--- config.mk ---
export PLATFORM = sky130hd
export DESIGN_NAME = bs_host_ctrl_flat
export DESIGN_NICKNAME = d
export VERILOG_FILES = /design/src/rtl/bs_host_ctrl_if.sv /design/src/rtl/bs_host_ctrl.sv /design/src/flat_wrapper.sv
export SDC_FILE = /design/constraint.sdc
export NUM_CORES = 1
export LEC_CHECK = 0
export CAP_MARGIN = 40
export CORE_ASPECT_RATIO = 2
export CORE_MARGIN = 2
export CORE_UTILIZATION = 47
export DETAILED_ROUTE_END_ITERATION = 10
export PLACE_DENSITY_LB_ADDON = 0.08
export SYNTH_ARGS = -nofsm -noshare
export SYNTH_HDL_FRONTEND = slang
export SYNTH_SLANG_ARGS = --single-unit
--- constraint.sdc ---
create_clock -name clk -period 2 [get_ports clk]
set_input_delay 0.4 -clock clk [delete_from_list [all_inputs] [get_ports clk]]
set_output_delay 0.4 -clock clk [all_outputs]
set_load 0.05 [all_outputs]
--- src/rtl/bs_host_ctrl_if.sv ---
// rtl/bs_host_ctrl_if.sv - host register bus and processor link bundle for bs_host_ctrl
interface bs_host_ctrl_if;
    logic [3:0]  addr;
    logic        wr_en;
    logic [31:0] wdata;
    logic        rd_en;
    logic [31:0] rdata;
    logic [31:0] constK;
    logic [31:0] const1;
    logic [31:0] const2;
    logic [31:0] const3;
    logic [3:0]  cmd;
    logic [3:0]  status;
    logic [31:0] acc_dout;
    logic [31:0] pow_acc_dout;
    logic        irq;

    // host and processor side: drives the register bus and the processor status/results
    modport master (
        output addr, wr_en, wdata, rd_en, status, acc_dout, pow_acc_dout,
        input  rdata, constK, const1, const2, const3, cmd, irq
    );

    // controller side
    modport slave (
        input  addr, wr_en, wdata, rd_en, status, acc_dout, pow_acc_dout,
        output rdata, constK, const1, const2, const3, cmd, irq
    );
endinterface

--- src/rtl/bs_host_ctrl.sv ---
// rtl/bs_host_ctrl.sv - host register block and run sequencer for the option-pricing processor
module bs_host_ctrl #(
    parameter logic [3:0]  CMD_RUN       = 4'd1,
    parameter logic [3:0]  CMD_ACK       = 4'd2,
    parameter int unsigned START_TIMEOUT = 16
) (
    input  logic          clk,
    input  logic          nreset,
    bs_host_ctrl_if.slave bus
);

    typedef enum logic [2:0] {
        H_IDLE  = 3'd0,
        H_START = 3'd1,
        H_WAIT  = 3'd2,
        H_CAPT  = 3'd3,
        H_ACK   = 3'd4,
        H_DONE  = 3'd5,
        H_ERR   = 3'd6
    } state_t;

    state_t      state;
    state_t      state_nxt;
    logic [31:0] const_k_q;
    logic [31:0] const1_q;
    logic [31:0] const2_q;
    logic [31:0] const3_q;
    logic [31:0] res_acc_q;
    logic [31:0] res_pow_q;
    logic [31:0] cycles_q;
    logic [31:0] start_cnt_q;
    logic [31:0] rdata_q;
    logic [31:0] rd_mux;
    logic [3:0]  cmd_c;
    logic        done_q;
    logic        err_q;
    logic        irq_q;
    logic        busy;
    logic        wr_ctrl;
    logic        start_ok;
    logic        irq_clr;
    logic        start_expired;

    assign busy          = (state != H_IDLE);
    assign wr_ctrl       = bus.wr_en && (bus.addr == 4'h4);
    assign start_ok      = wr_ctrl && bus.wdata[0] && !busy;
    assign irq_clr       = wr_ctrl && bus.wdata[1];
    // last permitted cycle in H_START is the one where the counter reads START_TIMEOUT-1
    assign start_expired = (start_cnt_q >= START_TIMEOUT - 1);

    // state register
    always_ff @(posedge clk or negedge nreset) begin
        if (!nreset) state <= H_IDLE;
        else         state <= state_nxt;
    end

    // next-state logic; status values not expected in a state are simply ignored
    always_comb begin
        state_nxt = state;
        case (state)
            H_IDLE:  if (start_ok) state_nxt = H_START;
            H_START: begin
                if (bus.status == 4'd1)  state_nxt = H_WAIT;
                else if (start_expired)  state_nxt = H_ERR;
            end
            H_WAIT:  if (bus.status == 4'd2) state_nxt = H_CAPT;
            H_CAPT:  state_nxt = H_ACK;
            H_ACK:   if (bus.status == 4'd0) state_nxt = H_DONE;
            H_DONE:  state_nxt = H_IDLE;
            H_ERR:   state_nxt = H_IDLE;
            default: state_nxt = H_IDLE;
        endcase
    end

    // command output decoded from state so reset forces it to zero at once
    always_comb begin
        cmd_c = 4'd0;
        case (state)
            H_START: cmd_c = CMD_RUN;
            H_ACK:   cmd_c = CMD_ACK;
            default: cmd_c = 4'd0;
        endcase
    end

    // cycles spent in H_START, restarted on every entry
    always_ff @(posedge clk or negedge nreset) begin
        if (!nreset)                start_cnt_q <= 32'd0;
        else if (state != H_START)  start_cnt_q <= 32'd0;
        else                        start_cnt_q <= start_cnt_q + 32'd1;
    end

    // pricing constants, frozen while a run is in flight
    always_ff @(posedge clk or negedge nreset) begin
        if (!nreset) begin
            const_k_q <= 32'd0;
            const1_q  <= 32'd0;
            const2_q  <= 32'd0;
            const3_q  <= 32'd0;
        end else if (bus.wr_en && !busy) begin
            case (bus.addr)
                4'h0:    const_k_q <= bus.wdata;
                4'h1:    const1_q  <= bus.wdata;
                4'h2:    const2_q  <= bus.wdata;
                4'h3:    const3_q  <= bus.wdata;
                default: ;
            endcase
        end
    end

    // run bookkeeping: sticky done/err, saturating wait counter, captured results
    always_ff @(posedge clk or negedge nreset) begin
        if (!nreset) begin
            done_q    <= 1'b0;
            err_q     <= 1'b0;
            cycles_q  <= 32'd0;
            res_acc_q <= 32'd0;
            res_pow_q <= 32'd0;
        end else begin
            if (start_ok) begin
                done_q   <= 1'b0;
                err_q    <= 1'b0;
                cycles_q <= 32'd0;
            end
            if (state == H_WAIT && cycles_q != 32'hFFFF_FFFF) cycles_q <= cycles_q + 32'd1;
            if (state == H_CAPT) begin
                res_acc_q <= bus.acc_dout;
                res_pow_q <= bus.pow_acc_dout;
            end
            if (state == H_DONE) done_q <= 1'b1;
            if (state == H_ERR)  err_q  <= 1'b1;
        end
    end

    // level interrupt; a set in the same cycle as a clear takes priority
    always_ff @(posedge clk or negedge nreset) begin
        if (!nreset)                                 irq_q <= 1'b0;
        else if (state == H_DONE || state == H_ERR)  irq_q <= 1'b1;
        else if (irq_clr)                            irq_q <= 1'b0;
    end

    // read mux over current register contents (pre-write on a same-cycle write)
    always_comb begin
        rd_mux = 32'd0;
        case (bus.addr)
            4'h0:    rd_mux = const_k_q;
            4'h1:    rd_mux = const1_q;
            4'h2:    rd_mux = const2_q;
            4'h3:    rd_mux = const3_q;
            4'h5:    rd_mux = {24'd0, err_q, done_q, busy, 2'b00, state};
            4'h6:    rd_mux = res_acc_q;
            4'h7:    rd_mux = res_pow_q;
            4'h8:    rd_mux = cycles_q;
            default: rd_mux = 32'd0;
        endcase
    end

    // registered read data, held between reads
    always_ff @(posedge clk or negedge nreset) begin
        if (!nreset)        rdata_q <= 32'd0;
        else if (bus.rd_en) rdata_q <= rd_mux;
    end

    assign bus.rdata  = rdata_q;
    assign bus.constK = const_k_q;
    assign bus.const1 = const1_q;
    assign bus.const2 = const2_q;
    assign bus.const3 = const3_q;
    assign bus.cmd    = cmd_c;
    assign bus.irq    = irq_q;

endmodule

--- src/flat_wrapper.sv ---
// flat-port wrapper written by rule: the top's interface ports become plain ports
module bs_host_ctrl_flat 
#(
    parameter logic [3:0]  CMD_RUN       = 4'd1,
    parameter logic [3:0]  CMD_ACK       = 4'd2,
    parameter int unsigned START_TIMEOUT = 16
)
  (clk, nreset, bus_addr, bus_wr_en, bus_wdata, bus_rd_en, bus_status, bus_acc_dout, bus_pow_acc_dout, bus_rdata, bus_constK, bus_const1, bus_const2, bus_const3, bus_cmd, bus_irq);
  bs_host_ctrl_if bus_i ();
  input  logic clk;
  input  logic nreset;
  input wire logic [$bits(bus_i.addr)-1:0] bus_addr;
  input wire logic [$bits(bus_i.wr_en)-1:0] bus_wr_en;
  input wire logic [$bits(bus_i.wdata)-1:0] bus_wdata;
  input wire logic [$bits(bus_i.rd_en)-1:0] bus_rd_en;
  input wire logic [$bits(bus_i.status)-1:0] bus_status;
  input wire logic [$bits(bus_i.acc_dout)-1:0] bus_acc_dout;
  input wire logic [$bits(bus_i.pow_acc_dout)-1:0] bus_pow_acc_dout;
  output wire logic [$bits(bus_i.rdata)-1:0] bus_rdata;
  output wire logic [$bits(bus_i.constK)-1:0] bus_constK;
  output wire logic [$bits(bus_i.const1)-1:0] bus_const1;
  output wire logic [$bits(bus_i.const2)-1:0] bus_const2;
  output wire logic [$bits(bus_i.const3)-1:0] bus_const3;
  output wire logic [$bits(bus_i.cmd)-1:0] bus_cmd;
  output wire logic [$bits(bus_i.irq)-1:0] bus_irq;
  assign bus_i.addr = bus_addr;
  assign bus_i.wr_en = bus_wr_en;
  assign bus_i.wdata = bus_wdata;
  assign bus_i.rd_en = bus_rd_en;
  assign bus_i.status = bus_status;
  assign bus_i.acc_dout = bus_acc_dout;
  assign bus_i.pow_acc_dout = bus_pow_acc_dout;
  assign bus_rdata = bus_i.rdata;
  assign bus_constK = bus_i.constK;
  assign bus_const1 = bus_i.const1;
  assign bus_const2 = bus_i.const2;
  assign bus_const3 = bus_i.const3;
  assign bus_cmd = bus_i.cmd;
  assign bus_irq = bus_i.irq;
  bs_host_ctrl #(.CMD_RUN(CMD_RUN), .CMD_ACK(CMD_ACK), .START_TIMEOUT(START_TIMEOUT)) u_core (.clk(clk), .nreset(nreset), .bus(bus_i));
endmodule
==> impl_metrics.csv <==
group,metric,value,unit
synth,synth_area,13500,sq um
sta,period_minus_slack,2030,ps
synth,async_flop_share,100,%
critical_path,crit_required,1600,ps
pwr,comb_power_share,43.9,%
outcome,violations,"negative setup slack",
sta,hold_violations,0,
die,rows,87,
detailed_routing,drtPass1Iterations,8,
finish,drive_gt1_share,31.5,%
clocking,cts_buffer_depth,3,
finish,nFillCells,2315,
sta,slew_viol_final,0,
die,dieArea,30200,sq um
synth,ys_seq_area_share,54.4,%
synth,yosysUniqueCellTypes,54,
worst_hold_path,hp-class,"primary input to asynchronous set/reset pin",
detailed_routing,drt_wl_total,44400,um
pwr,power.share.clock,19.4,%
sta,max_slew.worst_pin.slew,532,ps
global_route,grt_max_degree,58,
die,die_x,124,um
critical_path,critical_path_class,"flip-flop to output pin",
clocking,cts-root-buf,"clkbuf_16",
critical_path,timing.rr.end,"u_core.cycles_q[26]",
sta,setup_tns,-25.6,ps
critical_path,critical_path_arrival,1630,ps
finish,multi_input_area,5820,sq um
synth,synth.yosys.warnings,0,
critical_path,r2r_cells,7,
detailed_routing,via_count,11300,
global_route,antenna_found_initial,2,
global_route,grt_pass1_vias,11700,
sta,timing.fmax,494,MHz
critical_path,slowest_delay,440,ps
sta,rsz0062_at_grt,"true",
clocking,cts_made_buffers,26,
place,post-place-ws,-373,ps
synth,ys.flop_type,"dfrtp_1",
synth,syn_inst,1131,
clocking,clk_latency,550,ps
critical_path,r2r_slack,30,ps
global_route,grt_usage,29.5,%
finish,register_area,7370,sq um
pwr,seq_power_share,36.7,%
pwr,p_leak,8.45,nW
pwr,power.internal,15.9,mW
synth,avgSynthCellArea,12.0,sq um
detailed_routing,ant_nets,0,
clocking,numClockSinks,294,
sta,maxSlewHeadroom,64.7,%
critical_path,cp-end-kind,"output pin",
synth,synth_seq_cells,294,
clocking,clk_pin_slew,70,ps
sta,setup_violations,1,
synth,synth_edf_count,0,
die,io_pins,273,
sta,fin_crit_sh,101,%
die,core_area,28300,sq um
critical_path,cp_cell_sequence,"or3b_4 > inv_4 > buf_12",
flow_run,cap_violations,0,
detailed_routing,drtIter0Drc,635,
die,start_util,47.8,%
pwr,p_sw,12.0,mW
sta,setup_ws,-25.6,ps
critical_path,reg2reg_from,"u_core.cycles_q[2]",
detailed_routing,wl_per_cell,23.8,um
pwr,switching_share,43.1,%
clocking,tritoncts,"done",
clocking,cts_max_level,1,
critical_path,path_max_fanout,6,
die,die_y,244,um
finish,layout.nets,1598,
place,portBuffers,270,
outcome,status,"finished with violations",
place,hpwl,31800,um
pwr,peakVddDrop,0.00107,V
place,gp_congestion,0.897,
finish,fin_util,65.8,%
finish,syn_to_final_growth,37.7,%
critical_path,cp_slowest_cell,"or3b_4",
detailed_routing,drc,0,
detailed_routing,avgViaCountPerCell,6.06,
pwr,power_density,1500,nW/um^2
sta,fin_skew,10.3,ps
global_route,grt_pass1_wl,67500,um
global_route,grt_overflow,0,
critical_path,cp-start-kind,"flip-flop",
-- kinds of logic (layout without fill, tap and decap cells) --
| logic type | after synthesis | in the layout | share of synthesized area [%] |
|---|---|---|---|
| AOI/OAI and AO/OA | 224 | 224 | 12.5 |
| xor gates and xnor gates | 28 | 28 | 1.81 |
| adders and majority gates | 2 | 2 | 0.185 |
| buffers and inverters | 120 | 495 | 3.62 |
| DFF | 294 | 294 | 54.4 |
| muxes | 194 | 194 | 16.1 |
| other | 1 | 4 | 0.0277 |
| and+or+nand+nor | 268 | 268 | 11.4 |
-- worst max path at each step --
stage                        from                   end  cells after the start
6_report          u_core.state[0]            bus_cmd[0]                      3
5_1_grt           u_core.state[0]            bus_cmd[0]                      3
3_3_place_gp          bus_addr[3]  u_core.bus.rdata[26]                      8
3_5_place_dp          bus_addr[2]       u_core.state[2]                      6
2_1_floorplan  u_core.cycles_q[2]   u_core.cycles_q[11]                      9
4_1_cts           u_core.state[0]            bus_cmd[0]                      4
-- timing repair --
| action | 4_1_cts | 5_1_grt |
|---|---|---|
| hold buffers | 1 | 0 |
| hold endpoints to repair | 39 | 0 |
| endpoints found under the setup margin | 130 | 113 |
| resized for setup | 134 | 22 |
| gates cloned | 0 | 1 |
| pin swaps | 2 | 13 |
| buffers inserted | 3 | 12 |
-- cells in the mapped netlist, types with 2 or more instances --
| library cell | instances | area, sq um |
|---|---|---|
| nor4b_1 | 2 | 17.5 |
| nor4_1 | 13 | 81.3 |
| buf_6 | 2 | 22.5 |
| or3_1 | 7 | 43.8 |
| dfrtp_1 | 294 | 7360 |
| and3_1 | 38 | 238 |
| inv_1 | 40 | 150 |
| nor3_1 | 16 | 80.1 |
| nand4_1 | 32 | 200 |
| buf_1 | 14 | 52.6 |
| a211oi_1 | 2 | 15.0 |
| nor4_2 | 2 | 25.0 |
| a21o_1 | 2 | 15.0 |
| a41oi_1 | 5 | 43.8 |
| buf_2 | 6 | 30.0 |
| and2_1 | 9 | 56.3 |
| nand2_1 | 39 | 146 |
| a31oi_1 | 26 | 163 |
| nor2b_1 | 2 | 12.5 |
| mux2_2 | 193 | 2170 |
| a41o_1 | 6 | 60.1 |
| nand2b_1 | 3 | 18.8 |
| nor4_4 | 3 | 63.8 |
| buf_4 | 4 | 30.0 |
| clkbuf_1 | 53 | 199 |
| o21ai_1 | 11 | 55.1 |
| xnor2_1 | 7 | 61.3 |
| a21oi_1 | 8 | 40.0 |
| or3b_1 | 2 | 17.5 |
| nand3_1 | 32 | 160 |
| a222oi_1 | 26 | 260 |
| nand3b_1 | 13 | 97.6 |
| a22oi_1 | 76 | 571 |
| and4_1 | 9 | 78.8 |
| o21ai_0 | 14 | 70.1 |
| nor2_1 | 41 | 154 |
| a31oi_2 | 12 | 150 |
| o22ai_1 | 27 | 169 |
| o211ai_1 | 4 | 30.0 |
| ha_1 | 2 | 25.0 |
| xor2_1 | 21 | 184 |
-- area by class of cell --
class,count,share of cell area [%]
flip-flops and latches,294,39.5
multi-input cells,718,31.3
repair buffers,408,20.9
clock buffers,35,4.22
well taps,356,2.39
inverters,40,0.840
clock inverters,12,0.773
diodes,2,0.0269
-- critical path, delay by kind of cell, from the launching register on --
family                 cells  cell delay [ps]
DFF                        1              430
and+or+nand+nor            1              440
buffers and inverters      2              210
-- power groups by stage --
| stage | clock [mW] | sequential (mW) | combinational [mW] |
|---|---|---|---|
| finish | 5.42 | 10.2 | 12.2 |
| global route | 5.76 | 10.5 | 12.9 |
| CTS | 5.52 | 10.2 | 12.2 |
| detailed placement | 0 | 10.3 | 12.8 |
| global placement | 0 | 10.3 | 12.6 |
| floorplan | 0 | 14.4 | 3.47 |
-- per-stage QoR --
stage | instances | hold WS (ps) | power [mW] | instance area [sq um]
floorplan | 1132 | 104 | 17.8 | 13500
global placement | 1800 | 344 | 22.9 | 17600
detailed placement | 1800 | 346 | 23.1 | 17600
CTS | 1851 | 350 | 27.9 | 18400
global route | 1865 | 372 | 29.1 | 18600
finish | 1865 | 356 | 27.9 | 18600
-- registers in the layout (all words and copies together), names as in the netlist, 3 cells and up --
name                count
u_core.start_cnt_q     32
u_core.bus.const2      32
u_core.bus.constK      32
u_core.res_acc_q       32
u_core.bus.const3      32
u_core.cycles_q        32
u_core.res_pow_q       32
u_core.state            3
u_core.bus.rdata       32
u_core.bus.const1      32
-- per-layer routing --
| metal | vias to the layer above | wire, um | GRT usage [%] |
|---|---|---|---|
| li1 | 4991 | - | - |
| met1 | 5769 | 15900 | 33.5 |
| met2 | 426 | 24400 | 54.1 |
| met3 | 115 | 2090 | 3.49 |
| met4 | 0 | 2030 | 12.9 |
| met5 | - | 0 | 0 |
-- placed cells by master (no fill, tap or decap), types with 12 or more instances in the layout --
cell	instances
a22oi_1	76
clkdlybuf4s50_1	105
clkbuf_16	28
o22ai_1	27
buf_12	30
dfrtp_1	287
a31oi_2	12
nand2_1	33
dlygate4sd2_1	123
a222oi_1	26
xor2_1	21
a31oi_1	26
nand4_1	32
nand3b_1	13
and3_1	38
inv_1	38
nor2_1	38
buf_4	141
nand3_1	28
o21ai_0	14
mux2_2	193
(Power assumes the default switching activity.)
